<file path="src/rtl/control_unit_pkg.sv">
// Shared defines for the two-byte accumulator control unit:
// opcodes, ALU flag bits, FSM states and opcode classes.
package control_unit_pkg;

    localparam int OPC_W = 8;
    typedef logic [OPC_W-1:0] opcode_t;

    localparam opcode_t OP_LOAD_I  = 8'h01;
    localparam opcode_t OP_LOAD_X  = 8'h02;
    localparam opcode_t OP_STORE_X = 8'h03;
    localparam opcode_t OP_ADD_I   = 8'h10;
    localparam opcode_t OP_ADD_X   = 8'h11;
    localparam opcode_t OP_SUB_I   = 8'h12;
    localparam opcode_t OP_SUB_X   = 8'h13;
    localparam opcode_t OP_AND_I   = 8'h14;
    localparam opcode_t OP_AND_X   = 8'h15;
    localparam opcode_t OP_OR_I    = 8'h16;
    localparam opcode_t OP_OR_X    = 8'h17;
    localparam opcode_t OP_XOR_I   = 8'h18;
    localparam opcode_t OP_XOR_X   = 8'h19;

    localparam int FLAG_Z = 0;
    localparam int FLAG_C = 1;
    localparam int FLAG_N = 2;
    localparam int FLAG_V = 3;
    localparam int FLAG_W = 4;

    typedef enum logic [2:0] {
        FETCH_OP  = 3'd0,
        DECODE    = 3'd1,
        FETCH_OPR = 3'd2,
        READ_MEM  = 3'd3,
        WRITE_MEM = 3'd4,
        EXEC      = 3'd5,
        ERROR     = 3'd6
    } state_e;

    typedef enum logic [1:0] {
        CLS_NONE     = 2'd0,
        CLS_IMM      = 2'd1,
        CLS_MEM_READ = 2'd2,
        CLS_STORE    = 2'd3
    } op_class_e;

    function automatic op_class_e op_class(input opcode_t op);
        op_class_e cls;
        case (op)
            OP_LOAD_I, OP_ADD_I, OP_SUB_I,
            OP_AND_I, OP_OR_I, OP_XOR_I:
                cls = CLS_IMM;
            OP_LOAD_X, OP_ADD_X, OP_SUB_X,
            OP_AND_X, OP_OR_X, OP_XOR_X:
                cls = CLS_MEM_READ;
            OP_STORE_X:
                cls = CLS_STORE;
            default:
                cls = CLS_NONE;
        endcase
        return cls;
    endfunction

endpackage

</file>
<file path="src/rtl/control_unit_op_decode.sv">
// Combinational opcode classifier: one-hot class flags plus
// a valid bit for any defined opcode.
module op_decode
    import control_unit_pkg::*;
#(
    parameter int WIDTH = 8
) (
    input  logic [WIDTH-1:0] IR,
    output logic             valid,
    output logic             is_imm,
    output logic             is_mem_read,
    output logic             is_store
);

    op_class_e cls;

    always_comb begin
        cls         = op_class(IR[OPC_W-1:0]);
        is_imm      = 1'b0;
        is_mem_read = 1'b0;
        is_store    = 1'b0;
        unique case (1'b1)
            (cls == CLS_IMM):      is_imm      = 1'b1;
            (cls == CLS_MEM_READ): is_mem_read = 1'b1;
            (cls == CLS_STORE):    is_store    = 1'b1;
            default: ;
        endcase
        valid = is_imm | is_mem_read | is_store;
    end

endmodule

</file>
<file path="src/rtl/control_unit.sv">
// Fetch/decode/execute sequencer for two-byte instructions with a
// req/ack memory port; every access state idles one cycle before req.
module control_unit
    import control_unit_pkg::*;
#(
    parameter int WIDTH = 8
) (
    input  logic             clk,
    input  logic             arst,
    input  logic             run,
    output logic             mem_req,
    output logic             mem_we,
    output logic [WIDTH-1:0] mem_addr,
    output logic [WIDTH-1:0] mem_wdata,
    input  logic [WIDTH-1:0] mem_rdata,
    input  logic             mem_ack,
    input  logic [WIDTH-1:0] AR,
    output logic             Exec,
    output logic [WIDTH-1:0] IR,
    output logic [WIDTH-1:0] IBR,
    output logic [WIDTH-1:0] MBR,
    output logic [WIDTH-1:0] PC,
    output logic             busy,
    output logic             error
);

    state_e           state_q;
    logic [WIDTH-1:0] pc_q;
    logic [WIDTH-1:0] pc_d;
    logic [WIDTH-1:0] ir_q;
    logic [WIDTH-1:0] ibr_q;
    logic [WIDTH-1:0] mbr_q;
    logic [WIDTH-1:0] addr_q;
    logic             req_q;
    logic             we_q;
    logic             exec_q;

    logic op_valid;
    logic op_imm;
    logic op_mem_read;
    logic op_store;

    op_decode #(
        .WIDTH(WIDTH)
    ) u_dec (
        .IR         (ir_q),
        .valid      (op_valid),
        .is_imm     (op_imm),
        .is_mem_read(op_mem_read),
        .is_store   (op_store)
    );

    assign pc_d = pc_q + WIDTH'(1);

    always_ff @(posedge clk or posedge arst) begin
        if (arst) begin
            state_q <= FETCH_OP;
            pc_q    <= '0;
            ir_q    <= '0;
            ibr_q   <= '0;
            mbr_q   <= '0;
            addr_q  <= '0;
            req_q   <= 1'b0;
            we_q    <= 1'b0;
            exec_q  <= 1'b0;
        end else begin
            exec_q <= 1'b0;
            unique case (state_q)
                FETCH_OP: begin
                    if (req_q) begin
                        if (mem_ack) begin
                            ir_q    <= mem_rdata;
                            pc_q    <= pc_d;
                            req_q   <= 1'b0;
                            state_q <= DECODE;
                        end
                    end else if (run) begin
                        req_q  <= 1'b1;
                        we_q   <= 1'b0;
                        addr_q <= pc_q;
                    end
                end
                DECODE: begin
                    state_q <= op_valid ? FETCH_OPR : ERROR;
                end
                FETCH_OPR: begin
                    if (req_q) begin
                        if (mem_ack) begin
                            ibr_q <= mem_rdata;
                            pc_q  <= pc_d;
                            req_q <= 1'b0;
                            if (op_imm) begin
                                exec_q  <= 1'b1;
                                state_q <= EXEC;
                            end else if (op_store) begin
                                state_q <= WRITE_MEM;
                            end else begin
                                state_q <= READ_MEM;
                            end
                        end
                    end else begin
                        req_q  <= 1'b1;
                        we_q   <= 1'b0;
                        addr_q <= pc_q;
                    end
                end
                READ_MEM: begin
                    if (req_q) begin
                        if (mem_ack) begin
                            mbr_q   <= mem_rdata;
                            req_q   <= 1'b0;
                            exec_q  <= 1'b1;
                            state_q <= EXEC;
                        end
                    end else begin
                        req_q  <= 1'b1;
                        we_q   <= 1'b0;
                        addr_q <= ibr_q;
                    end
                end
                WRITE_MEM: begin
                    if (req_q) begin
                        if (mem_ack) begin
                            req_q   <= 1'b0;
                            we_q    <= 1'b0;
                            state_q <= FETCH_OP;
                        end
                    end else begin
                        req_q  <= 1'b1;
                        we_q   <= 1'b1;
                        addr_q <= ibr_q;
                    end
                end
                EXEC: begin
                    state_q <= FETCH_OP;
                end
                ERROR: begin
                    state_q <= ERROR;
                end
                default: begin
                    state_q <= ERROR;
                end
            endcase
        end
    end

    assign mem_req   = req_q;
    assign mem_we    = we_q;
    assign mem_addr  = addr_q;
    assign mem_wdata = AR;
    assign Exec      = exec_q;
    assign IR        = ir_q;
    assign IBR       = ibr_q;
    assign MBR       = mbr_q;
    assign PC        = pc_q;

    // Idle means parked in FETCH_OP without an outstanding request
    assign busy  = !((state_q == FETCH_OP) && !req_q) && (state_q != ERROR);
    assign error = (state_q == ERROR);

endmodule

</file>
<file path="config.mk">
export PLATFORM = sky130hd
export DESIGN_NAME = control_unit
export DESIGN_NICKNAME = d
export VERILOG_FILES = /design/src/rtl/control_unit_pkg.sv /design/src/rtl/control_unit_op_decode.sv /design/src/rtl/control_unit.sv
export SDC_FILE = /design/constraint.sdc
export NUM_CORES = 1
export LEC_CHECK = 0
export CAP_MARGIN = 10
export CORE_MARGIN = 3
export CORE_UTILIZATION = 47
export DETAILED_ROUTE_END_ITERATION = 8
export GPL_TIMING_DRIVEN = 0
export PLACE_DENSITY = 0.87
export SYNTH_ARGS = -nofsm -noshare
export SYNTH_HDL_FRONTEND = slang
export SYNTH_SLANG_ARGS = --single-unit
</file>
<file path="constraint.sdc">
create_clock -name clk -period 1.96 [get_ports clk]
set_input_delay 0.196 -clock clk [delete_from_list [all_inputs] [get_ports clk]]
set_output_delay 0.196 -clock clk [all_outputs]
set_load 0.005 [all_outputs]
</file>
* After elaboration in Yosys (flattened, before gate mapping)
Memories as Yosys holds them, arrays and structs flattened. Index checks and enable logic that the tools add are counted.
Word-level totals: bits in registers 46, bits in read-only memories 64, input bits 20, output and inout bits 53, logic and storage cells 95, memories kept 1
Memories:
- (name not given) | depth 32, bits a word 2, read ports 1, clocked after Yosys merged registers in 0, wr ports 0, RTL line control_unit_pkg.sv:47 | case (op)
Cells by class: $add $sub $neg 1, equal/unequal tests 24, multiplexer cells 38, bitwise operators 2, reductions and logical operators 20
Operators by type and width (count):
- $mux 3 | 11
- $mux 8 | 4
- $ne 2x2->1 const B | 13
- $pmux 8 s3 | 1
- $pmux 3 s6 | 1
- $mux 1 | 17
- $reduce_and 3->1 | 4
- $reduce_and 5->1 | 2
- $eq 3x3->1 const B | 3
- $add 8x1->8 const B | 1
- $reduce_and 8->1 | 1
- $eq 3x2->1 const B | 2
- $logic_not 3->1 | 2
- $ne 3x3->1 const B | 2
- $reduce_bool 3->1 | 2
- $reduce_or 2->1 | 3
- $eq 2x2->1 const B | 2
- $pmux 1 s2 | 2
- $eq 3x1->1 const B | 1
- $pmux 1 s3 | 1
- $reduce_or 3->1 | 1
- $eq 2x1->1 const B | 1
- $logic_and 1x1->1 | 2
- $logic_not 1->1 | 2
- other kinds (3) | 4

* Longest topological paths before layout
Gate-level depths: netlist of the first run.
depth in word-level cells 9, mapped depth 6, gate-level depth less buffers 4

* Hierarchy
Synthesis of the first run repeated with hierarchy kept, for this count alone.
Second synthesis, totals: cell total of the unflattened synthesis 194, area total of the unflattened synthesis 2342.2 sq um
By module, submodules not included:
- control_unit | instances 1, cells an instance 175, area an instance 2219.6 sq um, seq. area each 1151.1 sq um
- op_decode | instances 1, cells an instance 19, area an instance 122.6 sq um, seq. area each 0.0 sq um

* Worst setup path before layout of the first run
Ideal clock, no wire load.
path type reg-to-reg, start register state_q[0], end register ir_q[0], in the netlist IR[0], library setup time 125 ps, arrival time 1510 ps, required time 1835 ps, path slack 325 ps, cell stages (with the launch flop) 7, buffers on the path 3, clock period less this slack 1635 ps, cells stage by stage dfrtp_1 -> buf_6 -> nor4bb_4 -> buf_6 -> nor2b_1 -> buf_4 -> mux2_2
On the way: cells in the longest elaborated chain, start to end 2
Ends and longest elaborated chain:
- start: declaration | RTL line control_unit.sv:27 | state_e state_q;
- start signal: assignment | RTL line control_unit.sv:84 | state_q <= op_valid ? FETCH_OPR : ERROR;
- $logic_not 3->1 | RTL line control_unit.sv:68 | unique case (state_q)
- $reduce_and 3->1 (no source line)
- end signal: assignment | RTL line control_unit.sv:72 | ir_q <= mem_rdata;
- end: declaration | RTL line control_unit.sv:30 | logic [WIDTH-1:0] ir_q;
Every way passes these cells. A chain may end at the register's enable or synchronous reset.

* Worst setup path after layout of the first run
start register state_q[1], end output port busy
On the way: cells in the longest elaborated chain, start to end 4, elaborated cells on any way between the ends 5, classes of those cells 1 x eq/ne; 4 x reduce/logical
Ends and longest elaborated chain:
- $logic_not 3->1 | RTL line control_unit.sv:158 | assign busy = !((state_q == FETCH_OP) && !req_q) && (state_q != ERROR);
- $logic_and 1x1->1 | RTL line control_unit.sv:158
- $logic_not 1->1 | RTL line control_unit.sv:158
- $logic_and 1x1->1 * | RTL line control_unit.sv:158
- end: declaration | RTL line control_unit.sv:23 | output logic busy,
Every way passes the cells marked *; elsewhere a longest branch is shown, timed or not.

==> results.toml, run 1 <==
[synthesis]
synth_area_leaders = "dfrtp_1 (48%), mux2_2 (12%), a21oi_1 (3.6%)"
synth_seq_cells = 46
ys_warn_count = 0
async_flop_share_pct = 100
synth_common_cells = "dfrtp_1 (46), mux2_2 (25), a21oi_1 (17), buf_4 (11)"
synth-main-ff-cell = "dfrtp_1"
mappedNetlistArea_um2 = 2380
postSynthAreaPerCell_um2 = 11.0
synth_cells = 216
synth_edf_count = 0
synth_top_area_share_pct = 48.4
yosysMostFrequentCell = "dfrtp_1"
synth_top_area_cell = "dfrtp_1"
synth.distinct_cells = 46
syn-num-nets = 237
yosysSeqAreaShare_pct = 48.4

[worst_setup_path]
end_kind = "output port"
cp.required_ns = 1.76
critical-path-max-stage-delay_ns = 0.38
start_kind = "flip-flop"
arrival_ns = 1.69
slowest_stage = "dfrtp_1"
criticalPathCategory = "flip-flop to output port"
cp_num_buf_inv = 3
crit_top_cell = "buf_6"
crit_family = "buffers and inverters"
path_cells = "buf_6 > buf_6 > or3_1 > a21o_1 > dlygate4sd2_1"
critical_path.max_fanout = 10

[routing]
drt-initial-drc-count = 194
viasPerCell = 5.49
drcViolationCount = 0
wirelength_um = 5790
wire_per_inst_um = 16.2
antenna_left = 0
dr.pass1.iters = 4
vias = 1966

[clock_tree]
cts_tree = "yes"
clk_pin_slew_ns = 0.08
clk_path_buf_depth = 2
worstSkewPairLatency_ns = 0.30
cts.htree.levels = 2
numClockSinks = 46
clockRootBuffer = "clkbuf_8"
hold_buffers = 0
numCtsBuffers = 5

[grt]
grt_pass1_vias = 1931
grt_max_degree = 40
grt.overflow.total = 0
track_usage_pct = 20.3
grt_pass1_wl_um = 9670
antenna_found_initial = 0

[timing]
timing.fmax_mhz = 531
slew_headroom_pct = 66.2
slew_viol_final = 0
worst-slew-pin-transition_ns = 0.500
final-setup-viol-count = 0
post-route-period-util_pct = 96.2
worst_clock_skew_ns = 0.00621
worst_slack_ns = 0.0752
hold_viol = 0
setup-tns-final_ns = 0
rsz0062_at_grt = "false"
period_needed_ns = 1.88

[final_layout]
regArea_um2 = 1150
multi_input_area_um2 = 1050
area_delta_synth_final_pct = 37.2
nFillCells = 371
fin_nets = 311
fin_cells = 358
final_layout_size_suffix_gt1_share_pct = 21.0
n_antenna_cell = 0

[floorplanning]
dieHeight_um = 77.1
dieArea_um2 = 5940
io_pins = 73
core_area_um2 = 4820
initial_core_util_pct = 49.3
fp.dieW_um = 77.1
num_rows = 25

[placement]
placed_cells = 348
gp_congestion = 0.885
hpwl_um = 4280
post-place-ws_ns = -0.0751
port_buffers = 64

[worst_hold_path]
min_path_type = "input port to async pin"

[pwr]
power_mw = 4.65
clockPowerShare_pct = 15.0
p_leak_nw = 1.41
swShare_pct = 35.5
power.switching_mw = 1.65
seqPwrFrac_pct = 35.3
vdd_ir_drop_max_mv = 0.828
intPower_mw = 3.00
p_comb_share_pct = 49.7
power_density_nw_per_um2 = 1430

[run]
maxCapViolations = 0

[status]
outcome = "completed"
-- sequential cells by signal (all words and copies together) (netlist names) --
| name | flops |
|---|---|
| mem_addr | 8 |
| IR | 8 |
| MBR | 8 |
| mem_we | 1 |
| Exec | 1 |
| state_q | 3 |
| mem_req | 1 |
| IBR | 8 |
| PC | 8 |
-- layer usage --
| layer | share of wire, % | track usage, % | vias to the layer above |
|---|---|---|---|
| li1 | - | - | 926 |
| met2 | 46 | 32.0 | 98 |
| met4 | 2.2 | 7.83 | 0 |
| met5 | 0 | 0 | - |
| met1 | 44 | 26.2 | 927 |
| met3 | 7.9 | 6.46 | 15 |
-- worst paths after layout --
kind | slack [ns] | end | from | depth (start not counted)
worst max register to register | 0.16 | IR[3] | state_q[0] | 6
max in group asynchronous | 1.39 | state_q[2] | arst | 3
worst max-delay path | 0.08 | busy | state_q[1] | 5
worst min register to register | 0.49 | mem_addr[7] | mem_addr[7] | 2
min in group clk | 0.49 | mem_addr[7] | mem_addr[7] | 2
worst min-delay path | 0.11 | IBR[7] | arst | 2
-- metrics by stage --
stage / utilization, % / instance area (um^2) / hold slack (ns)
3_5_place_dp: 64.8 / 3120 / 0.439
5_1_grt: 67.7 / 3260 / 0.119
2_1_floorplan: - / 2380 / 0.347
3_3_place_gp: 64.4 / 3100 / 0.481
4_1_cts: 67.2 / 3240 / 0.112
6_report: 67.7 / 3260 / 0.110
-- area by class of cell --
class                           instances  share of cell area [%]
Buffer                                 23                    4.99
Clock buffer                            6                    2.23
Clock inverter                          2                    1.15
Inverter                                5                   0.576
Multi-Input combinational cell        141                    32.3
Sequential cell                        46                    35.3
Tap cell                               67                    2.57
Timing Repair Buffer                   68                    20.9
-- power groups by stage --
stage	logic, mW	registers, mW	clock network (mW)
floorplan	1.21	1.60	0
CTS	2.27	1.64	0.707
global placement	2.20	1.63	0
global route	2.51	1.70	0.759
detailed placement	2.25	1.66	0
finish	2.31	1.64	0.699
-- layout by cell type (no fill, tap or decap), types with 6 or more instances in the layout --
cell / count
a22o_1: 7
a21oi_1: 17
o22ai_1: 8
dfrtp_1: 46
nand2b_1: 9
mux2_2: 25
buf_4: 14
nand2_1: 9
o31ai_1: 7
clkdlybuf4s50_1: 63
nor3_1: 9
nor2_1: 6
-- kinds of logic (layout without fill, tap and decap cells) --
kind of cell	Yosys count	in the layout	share of synthesized area, %
AO/OA/AOI/OAI	57	57	16.5
AND/OR/NAND/NOR	49	49	12.0
flip-flops	46	46	48.4
buffers and inverters	29	104	7.27
multiplexers	27	27	12.7
XOR/XNOR	7	7	2.58
adder cells (fa/ha/maj)	1	1	0.527
-- what timing repair did --
| item | 4_1_cts | 5_1_grt |
|---|---|---|
| endpoints found under the setup margin | 1 | 2 |
| resized for setup | 4 | 2 |
| buffers inserted | 0 | 3 |
| pin swaps | 0 | 2 |
No activity file was read; power rests on OpenSTA's default activity.
==> run 2: changes to the inputs <==
- CORE_UTILIZATION: 47 -> 48
- CTS_BUF_LIST: not set -> sky130_fd_sc_hd__clkbuf_2
- PLACE_DENSITY: 0.87 -> 0.89
==> results.toml, run 2 (synthesis gave the netlist of run 1 again) <==
[status]
outcome = "completed"

[worst_hold_path]
min_path_type = "input port to flip-flop"

[worst_setup_path]
arrival_ns = 1.69
cp.required_ns = 1.76
criticalPathCategory = "flip-flop to output port"
critical-path-max-stage-delay_ns = 0.43
cp_num_buf_inv = 2
critical_path.max_fanout = 10
start_kind = "flip-flop"
path_cells = "buf_4 > or3_1 > a21o_1 > buf_2"
slowest_stage = "dfrtp_1"
end_kind = "output port"
crit_family = "flip-flops"

[grt]
grt_pass1_wl_um = 10500
grt_max_degree = 44
grt.overflow.total = 0
track_usage_pct = 22.2
grt_pass1_vias = 2137
antenna_found_initial = 0

[floorplanning]
core_area_um2 = 4560
io_pins = 73
initial_core_util_pct = 52.1
num_rows = 24
dieHeight_um = 76.4
dieArea_um2 = 5830
fp.dieW_um = 76.4

[final_layout]
final_common_cell = "clkdlybuf4s50_1"
layout_common_cells = "clkdlybuf4s50_1 (62), dfrtp_1 (46), mux2_2 (25)"
fin_nets = 311
finalInstanceArea_um2 = 3220
final_layout_size_suffix_gt1_share_pct = 22.0
area_delta_synth_final_pct = 35.3
n_antenna_cell = 0

[timing]
worst_clock_skew_ns = 0.0154
timing.fmax_mhz = 529
final-setup-viol-count = 0
worst-slew-pin-transition_ns = 0.531
rsz0062_at_grt = "false"
post-route-period-util_pct = 96.5
hold_viol = 0
whs_ns = 0.452
period_needed_ns = 1.89
slew_viol_final = 0
worst_slack_ns = 0.0691
slew_headroom_pct = 64.1

[clock_tree]
numCtsBuffers = 5
clk_pin_slew_ns = 0.22
cts.htree.levels = 2
worstSkewPairLatency_ns = 0.41
cts_tree = "yes"
clk_path_buf_depth = 2
clockRootBuffer = "clkbuf_2"
numClockSinks = 46

[routing]
drt-initial-drc-count = 125
viasPerCell = 5.66
vias = 2014
wire_per_inst_um = 16.8
antenna_left = 0
wirelength_um = 5990
drcViolationCount = 0
dr.pass1.iters = 5

[run]
maxCapViolations = 0

[placement]
gp_congestion = 0.866
post-place-ws_ns = -0.0810
hpwl_um = 4410
port_buffers = 64
dpl_cell_area_um2 = 3120

[pwr]
power_density_nw_per_um2 = 1400
p_leak_nw = 1.41
vdd_ir_drop_max_mv = 0.780
power_mw = 4.49
## run 2: area by class of cell
type                       instances  area (um^2)
fill                             338         1350
sequential                        46         1150
multi-input combinational        141         1060
timing repair buffer              69          691
buffer                            22          151
tap                               65         81.3
clock buffer                       7         35.0
clock inverter                     1         30.0
inverter                           5         18.8
## run 2: per-stage QoR
| stage | setup TNS (ns) | std cells | utilization, % |
|---|---|---|---|
| finish | 0 | 356 | 70.4 |
| floorplan | 0 | 216 | - |
| detailed placement | -0.571 | 346 | 68.3 |
| global route | 0 | 356 | 70.4 |
| CTS | 0 | 357 | 70.7 |
| global placement | -9.36 | 345 | 67.9 |
## run 2: layer usage
layer  vias to the layer above  wire (um)  GRT usage [%]
met5                         -          0              0
met4                         0        131           8.33
met3                        15        700           9.69
met2                       109       2790           35.8
met1                       961       2370           26.2
li1                        929          -              -
## run 2: report_power, final
part	leakage, nW	switching (mW)	internal [mW]
clock	0.0432	0.299	0.227
sequential	0.589	0.349	1.29
combinational	0.774	1.02	1.31
total	1.41	1.67	2.82
## run 2: final timing paths
| kind | startpoint | to | cells after the start | slack, ns |
|---|---|---|---|---|
| min | mem_rdata[3] | MBR[3] | 2 | 0.45 |
| max reg2reg | state_q[0] | IR[6] | 6 | 0.12 |
| min in group asynchronous | arst | MBR[7] | 3 | 0.50 |
| max in group asynchronous | arst | IR[0] | 4 | 1.03 |
| max | state_q[2] | busy | 4 | 0.07 |
| min reg2reg | PC[7] | PC[7] | 1 | 0.51 |
## run 2: repair_timing
action                                  4_1_cts  5_1_grt
endpoints found under the setup margin        2        2
gates cloned                                  0        0
pin swaps                                     1        2
hold endpoints to repair                      3        0
hold buffers                                  1        0
resized for setup                            10        2
setup buffers                                 3        0
==> run 3: changes to the inputs <==
- HOLD_SLACK_MARGIN: not set -> 0.15
- PLACE_DENSITY: 0.89 -> 0.85
==> results.toml, run 3 (synthesis gave the netlist of run 1 again) <==
[status]
outcome = "completed"

[pwr]
clockPowerShare_pct = 11.8
p_comb_share_pct = 51.4
intPower_mw = 2.81
p_leak_nw = 1.40
power.switching_mw = 1.67
swShare_pct = 37.3
power_density_nw_per_um2 = 1390
vdd_ir_drop_max_mv = 0.698
seqPwrFrac_pct = 36.7

[timing]
worst-slew-pin-transition_ns = 0.549
hold_viol = 0
slew_viol_final = 0
slew_headroom_pct = 62.9
timing.fmax_mhz = 533
final-setup-viol-count = 0
setup-tns-final_ns = 0
post-route-period-util_pct = 95.7
rsz0062_at_grt = "false"
period_needed_ns = 1.88
worst_clock_skew_ns = 0.0142
worst_slack_ns = 0.0844

[grt]
track_usage_pct = 22.4
grt_max_degree = 32
grt_pass1_vias = 2069
antenna_found_initial = 0
grt.overflow.total = 0
grt_pass1_wl_um = 10500

[floorplanning]
io_pins = 73
initial_core_util_pct = 52.1
core_area_um2 = 4560
fp.dieW_um = 76.4
dieArea_um2 = 5830
num_rows = 24
dieHeight_um = 76.4

[worst_setup_path]
critical_path.max_fanout = 10
reg2reg_setup_slack_ns = 0.14
rr_endpoint = "IR[3]"
criticalPathCategory = "flip-flop to output port"
r2r_start = "state_q[0]"
arrival_ns = 1.68
cp.required_ns = 1.76
start_kind = "flip-flop"
end_kind = "output port"
reg2regPathDepth = 6

[routing]
viasPerCell = 5.53
wirelength_um = 6070
dr.pass1.iters = 4
drt-initial-drc-count = 111
antenna_left = 0
vias = 1968
wire_per_inst_um = 17.1
drcViolationCount = 0

[clock_tree]
clockRootBuffer = "clkbuf_2"
worstSkewPairLatency_ns = 0.42
clk_path_buf_depth = 2
cts_tree = "yes"
cts.htree.levels = 2
clk_pin_slew_ns = 0.24
numCtsBuffers = 5
numClockSinks = 46

[placement]
dpl_cell_area_um2 = 3120
hpwl_um = 4390
post-place-ws_ns = -0.0902
gp_congestion = 0.891
port_buffers = 64
placed_cells = 346

[final_layout]
n_antenna_cell = 0
multi_input_area_um2 = 1050
area_delta_synth_final_pct = 35.2
final_layout_size_suffix_gt1_share_pct = 22.0
fin_nets = 311
fin_cells = 356
finalInstanceArea_um2 = 3210
layout_common_cells = "clkdlybuf4s50_1 (62), dfrtp_1 (45), mux2_2 (25)"
final_common_cell = "clkdlybuf4s50_1"
regArea_um2 = 1150
utilization_pct = 70.4
nFillCells = 350

[worst_hold_path]
min_from = "mem_rdata[4]"
hold_path_end = "MBR[4]"
min_path_type = "input port to flip-flop"
hold_depth = 2

[run]
maxCapViolations = 0
[run 3: timing repair]
item                                   CTS  global route
endpoints found under the hold margin   15             0
gates resized for setup                 10             2
setup endpoints to repair                2             2
buffers inserted                         4             0
pin swaps                                2             2
hold buffers                             1             0
[run 3: worst max-delay path by stage]
stage               slack (ns)  endpoint  startpoint  cells after the start
finish                    0.08      busy  state_q[2]                      4
detailed placement       -0.09     IR[2]     mem_ack                      6
CTS                       0.03     error  state_q[1]                      5
global placement         -0.20   mem_req        arst                      2
global route              0.01      busy  state_q[2]                      4
floorplan                 0.32     IR[0]  state_q[0]                      6
[run 3: power by group through the flow]
| stage | sequential (mW) | clock [mW] | combinational [mW] |
|---|---|---|---|
| finish | 1.65 | 0.530 | 2.30 |
| global route | 1.71 | 0.573 | 2.52 |
| CTS | 1.63 | 0.541 | 2.38 |
| detailed placement | 1.65 | 0 | 2.26 |
| global placement | 1.63 | 0 | 2.22 |
| floorplan | 1.60 | 0 | 1.21 |
[run 3: final cells by class]
type	instances	share of cell area [%]
Clock buffer	6	0.935
Buffer	21	4.36
Clock inverter	2	1.17
Inverter	5	0.584
Multi-Input combinational cell	141	32.8
Timing Repair Buffer	70	21.7
Tap cell	65	2.53
Sequential cell	46	35.9
[run 3: metal layers]
| metal | track usage [%] | routed length [um] |
|---|---|---|
| met5 | 0 | 0 |
| met4 | 4.53 | 21 |
| met3 | 7.57 | 564 |
| met2 | 38.0 | 2920 |
| met1 | 28.0 | 2570 |
[run 3: worst max-delay path, stage by stage (launching register included)]
cell	delay, ns
dfrtp_1	0.43
buf_4	0.18
or3_1	0.37
a21o_1	0.18
buf_2	0.12
[run 3: stage by stage]
step,hold WS [ns],total power [mW]
after floorplan,0.347,2.82
after global placement,0.473,3.85
after detailed placement,0.484,3.92
after CTS,0.415,4.55
after global routing,0.413,4.81
final,0.435,4.48
